`src/rtl/solve_pkg.sv`:
```
// Shared encodings for the solve sequencer: FSM state codes and fail reasons.
package solve_pkg;

    localparam logic [2:0] S_IDLE    = 3'd0;
    localparam logic [2:0] S_STORE   = 3'd1;
    localparam logic [2:0] S_NETWORK = 3'd2;
    localparam logic [2:0] S_CUBE    = 3'd3;
    localparam logic [2:0] S_DONE    = 3'd4;
    localparam logic [2:0] S_FAIL    = 3'd5;

    localparam logic [1:0] FAIL_NONE    = 2'b00;
    localparam logic [1:0] FAIL_LIMIT   = 2'b01;
    localparam logic [1:0] FAIL_TIMEOUT = 2'b10;
    localparam logic [1:0] FAIL_ABORT   = 2'b11;

endpackage

```
`src/rtl/solve_hist.sv`:
```
// Move-history buffer: one write per applied move, registered read that returns 0
// for any index not yet written in the current run.
module solve_hist #(
    parameter int MOVE_W = 4,
    parameter int DEPTH  = 10,
    parameter int ADDR_W = $clog2(DEPTH + 1)
) (
    input  logic              clk,
    input  logic              rst,
    input  logic              wr_en,
    input  logic [ADDR_W-1:0] wr_addr,
    input  logic [MOVE_W-1:0] wr_data,
    input  logic [ADDR_W-1:0] rd_addr,
    input  logic [ADDR_W-1:0] count,
    output logic [MOVE_W-1:0] rd_data
);

    localparam int IDX_W = (DEPTH > 1) ? $clog2(DEPTH) : 1;

    logic [MOVE_W-1:0] mem [0:DEPTH-1];

    // NOTE: the storage array has no reset; stale entries are hidden by the count mask,
    // so resetting it would only add a wide reset fan-out for no functional gain.
    always_ff @(posedge clk) begin
        if (wr_en && (wr_addr < ADDR_W'(DEPTH))) begin
            mem[wr_addr[IDX_W-1:0]] <= wr_data;
        end
    end

    always_ff @(posedge clk) begin
        if (rst) begin
            rd_data <= '0;
        end else if ((rd_addr < count) && (rd_addr < ADDR_W'(DEPTH))) begin
            rd_data <= mem[rd_addr[IDX_W-1:0]];
        end else begin
            rd_data <= '0;
        end
    end

endmodule

```
`src/rtl/solve_ctrl.sv`:
```
// Solve sequencer: STORE -> (NETWORK -> CUBE)* -> DONE/FAIL with step limit, watchdog
// and abort. Define SOLVE_CTRL_HIST_EN to build the readable move-history buffer.
module solve_ctrl
    import solve_pkg::*;
#(
    parameter int STATE_W   = 120,
    parameter int MOVE_W    = 4,
    parameter int MAX_STEPS = 10,
    parameter int TIMEOUT   = 1024
) (
    input  logic                             clk,
    input  logic                             rst,
    input  logic                             run,
    input  logic                             abort,
    input  logic [STATE_W-1:0]               init_state,
    output logic                             cube_store,
    output logic                             cube_load,
    output logic [STATE_W-1:0]               cube_data,
    output logic [MOVE_W-1:0]                cube_move,
    input  logic                             cube_valid,
    input  logic                             cube_solved,
    output logic                             net_load,
    input  logic                             net_valid,
    input  logic [MOVE_W-1:0]                net_move,
    output logic                             busy,
    output logic                             done,
    output logic                             fail,
    output logic [1:0]                       fail_code,
    output logic [$clog2(MAX_STEPS+1)-1:0]   step_cnt,
    output logic [MOVE_W-1:0]                last_move,
    input  logic [$clog2(MAX_STEPS+1)-1:0]   hist_rd_addr,
    output logic [MOVE_W-1:0]                hist_rd_data
);

    localparam int CNT_W = $clog2(MAX_STEPS + 1);
    localparam int WD_W  = $clog2(TIMEOUT);

    logic [2:0]        state;
    logic [MOVE_W-1:0] move_reg;
    logic [WD_W-1:0]   wd_cnt;
    logic              phase_valid;
    logic [CNT_W-1:0]  step_next;

    assign cube_store = (state == S_STORE);
    assign cube_load  = (state == S_CUBE);
    assign net_load   = (state == S_NETWORK);
    assign busy       = cube_store | cube_load | net_load;
    assign done       = (state == S_DONE);
    assign fail       = (state == S_FAIL);
    assign cube_data  = init_state;
    assign cube_move  = move_reg;

    // Saturating increment keeps step_cnt from ever wrapping past the limit.
    assign step_next = (step_cnt == CNT_W'(MAX_STEPS)) ? step_cnt : step_cnt + CNT_W'(1);

    // NOTE: every combinational output gets a default first so no latch is inferred.
    always_comb begin
        phase_valid = 1'b0;
        case (state)
            S_STORE, S_CUBE: phase_valid = cube_valid;
            S_NETWORK:       phase_valid = net_valid;
            default:         phase_valid = 1'b0;
        endcase
    end

    // NOTE: sequential state uses non-blocking assignments so all registers update
    // together from the same pre-edge values.
    always_ff @(posedge clk) begin
        if (rst) begin
            state     <= S_IDLE;
            fail_code <= FAIL_NONE;
            step_cnt  <= '0;
            last_move <= '0;
            move_reg  <= '0;
            wd_cnt    <= '0;
        end else begin
            case (state)
                S_IDLE, S_DONE, S_FAIL: begin
                    if (run) begin
                        state     <= S_STORE;
                        step_cnt  <= '0;
                        last_move <= '0;
                        fail_code <= FAIL_NONE;
                        wd_cnt    <= '0;
                    end
                end
                S_STORE, S_NETWORK, S_CUBE: begin
                    if (abort) begin
                        state     <= S_FAIL;
                        fail_code <= FAIL_ABORT;
                        wd_cnt    <= '0;
                    end else if (phase_valid) begin
                        wd_cnt <= '0;
                        if (state == S_STORE) begin
                            state <= cube_solved ? S_DONE : S_NETWORK;
                        end else if (state == S_NETWORK) begin
                            move_reg <= net_move;
                            state    <= S_CUBE;
                        end else begin
                            step_cnt  <= step_next;
                            last_move <= move_reg;
                            if (cube_solved) begin
                                state <= S_DONE;
                            end else if (step_next == CNT_W'(MAX_STEPS)) begin
                                state     <= S_FAIL;
                                fail_code <= FAIL_LIMIT;
                            end else begin
                                state <= S_NETWORK;
                            end
                        end
                    end else if (wd_cnt == WD_W'(TIMEOUT - 2)) begin
                        // Counter would reach TIMEOUT-1 this edge: give up on the sub-unit.
                        state     <= S_FAIL;
                        fail_code <= FAIL_TIMEOUT;
                        wd_cnt    <= '0;
                    end else begin
                        wd_cnt <= wd_cnt + WD_W'(1);
                    end
                end
                default: begin
                    state  <= S_IDLE;
                    wd_cnt <= '0;
                end
            endcase
        end
    end

`ifdef SOLVE_CTRL_HIST_EN
    solve_hist #(
        .MOVE_W (MOVE_W),
        .DEPTH  (MAX_STEPS),
        .ADDR_W (CNT_W)
    ) u_hist (
        .clk     (clk),
        .rst     (rst),
        .wr_en   (cube_load && cube_valid && !abort),
        .wr_addr (step_cnt),
        .wr_data (move_reg),
        .rd_addr (hist_rd_addr),
        .count   (step_cnt),
        .rd_data (hist_rd_data)
    );
`else
    logic unused_hist_rd_addr;
    assign unused_hist_rd_addr = ^hist_rd_addr;
    assign hist_rd_data        = '0;
`endif

endmodule

```
`config.mk`:
```
export PLATFORM = sky130hd
export DESIGN_NAME = solve_ctrl
export DESIGN_NICKNAME = d
export VERILOG_FILES = /design/src/rtl/solve_pkg.sv /design/src/rtl/solve_hist.sv /design/src/rtl/solve_ctrl.sv
export SDC_FILE = /design/constraint.sdc
export NUM_CORES = 1
export LEC_CHECK = 0
export ABC_AREA = 1
export BUFFER_PORTS_ARGS = -buffer_cell sky130_fd_sc_hd__buf_4
export CAP_MARGIN = 20
export CORE_AREA = 2 2 109 111
export DETAILED_ROUTE_END_ITERATION = 6
export DIE_AREA = 0 0 111 113
export SLEW_MARGIN = 10
export SYNTH_ARGS = -nofsm -noshare
export SYNTH_HDL_FRONTEND = slang
export SYNTH_HIERARCHICAL = 1
export SYNTH_SLANG_ARGS = --single-unit
```
`constraint.sdc`:
```
create_clock -name clk -period 2 [get_ports clk]
set_clock_uncertainty 0.05 [all_clocks]
set_input_delay 0.3 -clock clk [delete_from_list [all_inputs] [get_ports clk]]
set_output_delay 0.3 -clock clk [all_outputs]
set_load 0.02 [all_outputs]
```
; Word-level counts from Yosys, hierarchy flattened
; Cells that the tools add are included.
[word_totals]
regBits = 27
output_inout_bits = 144
word_cells = 76
[classes]
addsub = 2
n_eq_ne = 18
mux = 37
bitwise = 4
reduce_logical = 9
[op_table]
columns = op, n
row1 = $mux 10, 4
row2 = $mux 4, 10
row3 = $mux 3, 9
row4 = $ne 4x4->1 const B, 5
row5 = $pmux 10 s2, 1
row6 = $mux 2, 8
row7 = $pmux 4 s2, 2
row8 = $add 10x1->10 const B, 1
row9 = $eq 10x10->1 const B, 1
row10 = $ne 2x2->1 const B, 5
row11 = $eq 4x4->1 const B, 2
row12 = $reduce_and 7->1, 1
row13 = $eq 3x2->1 const B, 2
row14 = $eq 3x3->1 const B, 2
row15 = $pmux 3 s2, 1
row16 = $reduce_and 6->1, 1
row17 = $reduce_or 3->1, 2
row18 = $reduce_and 5->1, 1
row19 = $add 4x1->4 const B, 1
row20 = $pmux 2 s2, 1
row21 = $eq 3x1->1 const B, 1
row22 = $logic_not 3->1, 1
row23 = $not 1->1, 2
row24 = $or 1x1->1, 2
row25 = 4 further kinds, 4

; Logic depth before layout (Yosys ltp)
[logic_depth]
depth_word = 10
ltp_mapped = 12
ltp_nobuf = 12

; Worst setup path before layout
; OpenSTA, ideal clock, no wires.
[synth_path]
path_kind = register to register
start = reg step_cnt[0]
end = reg fail_code[0]
setup_ns = 0.064
arrival_ns = 1.545
slack_ns = 0.341
stages_incl_launch_ff = 12
path_buffers = 0
synth_period_minus_slack_ns = 1.659
cell_sequence = dfxtp_1 -> inv_1 -> ha_1 -> nand4_1 -> nand2_1 -> nor2_1 -> nand3_1 -> nand2_1 -> inv_1 -> nor2_1 -> nor2_1 -> nor2_1
[synth_between]
elab_chain_cells = 5
elab_cells_between_ends = 6
cone_classes = 1 x add/sub / 3 x eq/ne / 1 x mux / 1 x reduce/logical
[synth_lines]
columns = item, line_no
row1 = from (decl), solve_ctrl.sv:29  ; output logic [$clog2(MAX_STEPS+1)-1:0] step_cnt,
row2 = from (signal assigned), solve_ctrl.sv:100  ; step_cnt <= step_next;
row3 = $add 4x1->4 or $eq 4x4->1 (tied branches), solve_ctrl.sv:54  ; assign step_next = (step_cnt == CNT_W'(MAX_STEPS)) ? step_cnt : step_cnt + CNT_W'(1);
row4 = $mux 4 *, solve_ctrl.sv:54
row5 = $eq 4x4->1 *, solve_ctrl.sv:104  ; end else if (step_next == CNT_W'(MAX_STEPS)) begin
row6 = $ne 4x4->1 (no line) *, -
row7 = $reduce_and 7->1 (no line) *, -
row8 = to (signal assigned), solve_ctrl.sv:71  ; fail_code <= FAIL_NONE;
row9 = to (signal assigned), solve_ctrl.sv:106  ; fail_code <= FAIL_LIMIT;
row10 = to (signal assigned), solve_ctrl.sv:114  ; fail_code <= FAIL_TIMEOUT;
row11 = to (decl), solve_ctrl.sv:28  ; output logic [1:0] fail_code,
; Mark *: on every way between the ends. The rest lies on a longest branch, timed or not.
; A chain may end at the register's enable or synchronous reset.

; Worst setup path in the final report
; Ends and elaborated chain as after synthesis.

==> out/results.tsv <==
metric	value	unit
DRT Pass-1 Iters	4	
Finish-stage setup viols	0	
CP required	2.15	ns
first-pass GRT wire length	6950	µm
grt total ovfl	0	
vias in the first global route	1499	
Slowest-stage cell, CP	dfxtp_1	
fin util	17.3	%
Leak	0.906	nW
post-synthesis area per instance	7.03	µm²
Vias per Instance	3.99	
worst r2r dst	fail_code[0]$_SDFFE_PP0P_	
hold depth	2	
R2R setup slack	0.26	ns
max incr delay on CP	0.44	ns
via count	1576	
Starting Density	21.0	%
Max Cap Violations	0	
worst r2r src	step_cnt[0]$_SDFFE_PP0P_	
setup TNS	0	ns
Final Max Tran Viols	0	
sequential area share after synthesis	22.8	%
final hold vios	0	
worst vdd ir	0.367	mV
CTS Sinks	27	
Detailed Route WL	4450	µm
initial antenna violation count	0	
CTS Buf Count	3	
die height	113	µm
WS Path Type	reg2reg	
pwr/cell area	793	nW/µm²
Die ar.	12500	µm²
Die Wd	111	µm
H-tree levels	1	
fin crit share	87.2	%
number of synthesis warnings	6	
f_max	0.573	GHz
CTS tree	done	
root buffer cell	clkbuf_16	
share of post-route cells with drive strength above 1	20.2	%
post-synth cell types	28	
RSZ-0062 raised after global routing	no	
CP most frequent cell	nor2_1	
Clock Pin Slew Worst Setup and Hold Paths	0.07	ns
Core Area	11300	µm²
postcts setup bufs	0	
crit path cell chain	inv_1 -> ha_1 -> nand4_1 -> nand2_1 -> nor2_1 -> nand3_1 -> nand2_1 -> inv_1 -> nor2_1 -> nor2_1 -> nor2_1	
Site Rows	39	
Tot GR Track Use	6.84	%
# IOs	279	
DRC viols	0	
crit path time final	1.74	ns
pin count of the biggest net entering global routing	18	
CP endpoint kind	flip-flop	
I/O Buffers	30	
Arr. time, crit path	1.89	ns
clk buf depth	2	
remaining antenna violation count after routing	0	
outcome	completed	
cell family with most CP delay	simple AND/OR/NAND/NOR gates	
Worst Hold End	state[2]$_SDFFE_PP0P_	
gp weighted congestion	0.824	
CP bufs+invs	2	
mean routed wirelength per cell	11.3	µm
post-synthesis cell area	2370	µm²
Post-DP HPWL	3620	µm
Final nets	392	
Clock Latency Late Sink	0.26	ns
Hold Crit Class	in2reg	
reg2reg path depth	11	
# hold bufs at CTS	0	
beginning of the worst hold path	rst	
Resized Gates After CTS	0	
Iter 0 DRT Violations	84	
Critical Path Start Type	flip-flop	
ANT cells	0	
Gate Count Post-Synth	337	
register bit total from synthesis	27	
area delta synth->final	-17.6	%
crit-path max FO	6	
## cell usage in the layout, fill, tap and decap left out
cell / netlist / layout
nand2_2: 2 / 2
nor2_2: 2 / 2
o21ai_2: 1 / 1
a211oi_1: 1 / 1
nor3_1: 3 / 3
buf_4: 124 / 34
inv_1: 25 / 24
nand4_1: 5 / 5
o21a_1: 1 / 1
nand2_4: 2 / 2
nand4_2: 1 / 1
nand3_1: 17 / 17
xor2_1: 4 / 4
nor2_1: 43 / 43
o21ai_0: 9 / 9
o211ai_1: 1 / 1
nor3b_1: 1 / 1
conb_1: 1 / 4
xnor2_1: 1 / 1
ha_1: 4 / 4
clkbuf_16: 0 / 3
inv_6: 0 / 1
o22ai_1: 1 / 1
a21oi_1: 15 / 15
dfxtp_1: 27 / 27
inv_2: 3 / 4
nand2_1: 40 / 40
nor2_4: 1 / 1
## worst max-delay path by stage
stage / start / to / slack [ns] / cells after the start
2_1_floorplan: step_cnt[0]$_SDFFE_PP0P_ / fail_code[0]$_SDFFE_PP0P_ / 0.34 / 11
3_3_place_gp: state[2]$_SDFFE_PP0P_ / last_move[0]$_SDFFE_PP0P_ / 0.30 / 9
3_5_place_dp: state[0]$_SDFFE_PP0P_ / last_move[3]$_SDFFE_PP0P_ / 0.25 / 10
4_1_cts: state[0]$_SDFFE_PP0P_ / last_move[3]$_SDFFE_PP0P_ / 0.23 / 10
5_1_grt: state[0]$_SDFFE_PP0P_ / last_move[3]$_SDFFE_PP0P_ / 0.06 / 10
6_report: step_cnt[0]$_SDFFE_PP0P_ / fail_code[0]$_SDFFE_PP0P_ / 0.26 / 11
## registers in the layout (all words and copies together), names as in the netlist
name / flops
cube_move: 4
fail_code: 2
last_move: 4
state: 3
step_cnt: 4
wd_cnt: 10
## cells by family (layout without fill, tap and decap cells)
family	after synthesis	after routing	share of synthesized area (%)
buf+inv	154	66	44.4
simple gates	117	117	22.0
compound gates	29	29	6.65
flops	27	27	22.8
xor+xnor	5	5	1.85
fa+ha+maj	4	4	2.11
other cells	1	4	0.158
## report_power, final
part | total [mW] | leakage, nW | switching (mW) | internal (mW)
Clock | 0.475 | 0.0415 | 0.198 | 0.277
Combinational | 0.449 | 0.645 | 0.284 | 0.166
Sequential | 0.623 | 0.219 | 0.0462 | 0.577
## layer usage
| metal | part of all wire (%) | track usage [%] | up-vias |
|---|---|---|---|
| li1 | - | - | 759 |
| met1 | 32 | 5.42 | 712 |
| met5 | 0 | 0 | - |
| met4 | 6.4 | 5.83 | 0 |
| met3 | 8.5 | 2.84 | 42 |
| met2 | 53 | 12.9 | 63 |
## layout make-up
type	count	area, µm²
clock buffer	3	75.1
clock inverter	1	8.76
fill	1263	9320
inverter	28	105
multi-input combinational	159	788
sequential	27	541
tap	143	179
timing repair buffer	34	255
## Yosys cell counts
| master | number | area share [%] |
|---|---|---|
| buf_4 | 124 | 39 |
| nor2_1 | 43 | 6.8 |
| nand2_1 | 40 | 6.3 |
| dfxtp_1 | 27 | 23 |
| inv_1 | 25 | 4.0 |
| nand3_1 | 17 | 3.6 |
| a21oi_1 | 15 | 3.2 |
| o21ai_0 | 9 | 1.9 |
| nand4_1 | 5 | 1.3 |
| ha_1 | 4 | 2.1 |
| xor2_1 | 4 | 1.5 |
| inv_2 | 3 | 0.48 |
| nor3_1 | 3 | 0.63 |
| nand2_2 | 2 | 0.53 |
| nand2_4 | 2 | 0.95 |
| nor2_2 | 2 | 0.53 |
| a211oi_1 | 1 | 0.32 |
| buf_2 | 1 | 0.21 |
| buf_6 | 1 | 0.48 |
| conb_1 | 1 | 0.16 |
| nand4_2 | 1 | 0.53 |
| nor2_4 | 1 | 0.48 |
| nor3b_1 | 1 | 0.32 |
| o211ai_1 | 1 | 0.32 |
| o21a_1 | 1 | 0.32 |
| o21ai_2 | 1 | 0.37 |
| o22ai_1 | 1 | 0.26 |
| xnor2_1 | 1 | 0.37 |
## through the flow
stage / power [mW] / instance area [µm²] / setup WS (ns) / hold slack, ns / cells
detailed placement: 1.09 / 1870 / 0.255 / 0.419 / 391
global route: 1.65 / 1950 / 0.0630 / 0.210 / 395
CTS: 1.58 / 1950 / 0.226 / 0.208 / 395
floorplan: 1.28 / 2380 / 0.341 / 0.319 / 340
global placement: 1.08 / 1870 / 0.302 / 0.414 / 391
finish: 1.55 / 1950 / 0.256 / 0.205 / 395
No activity file was read; power rests on OpenSTA's default activity.
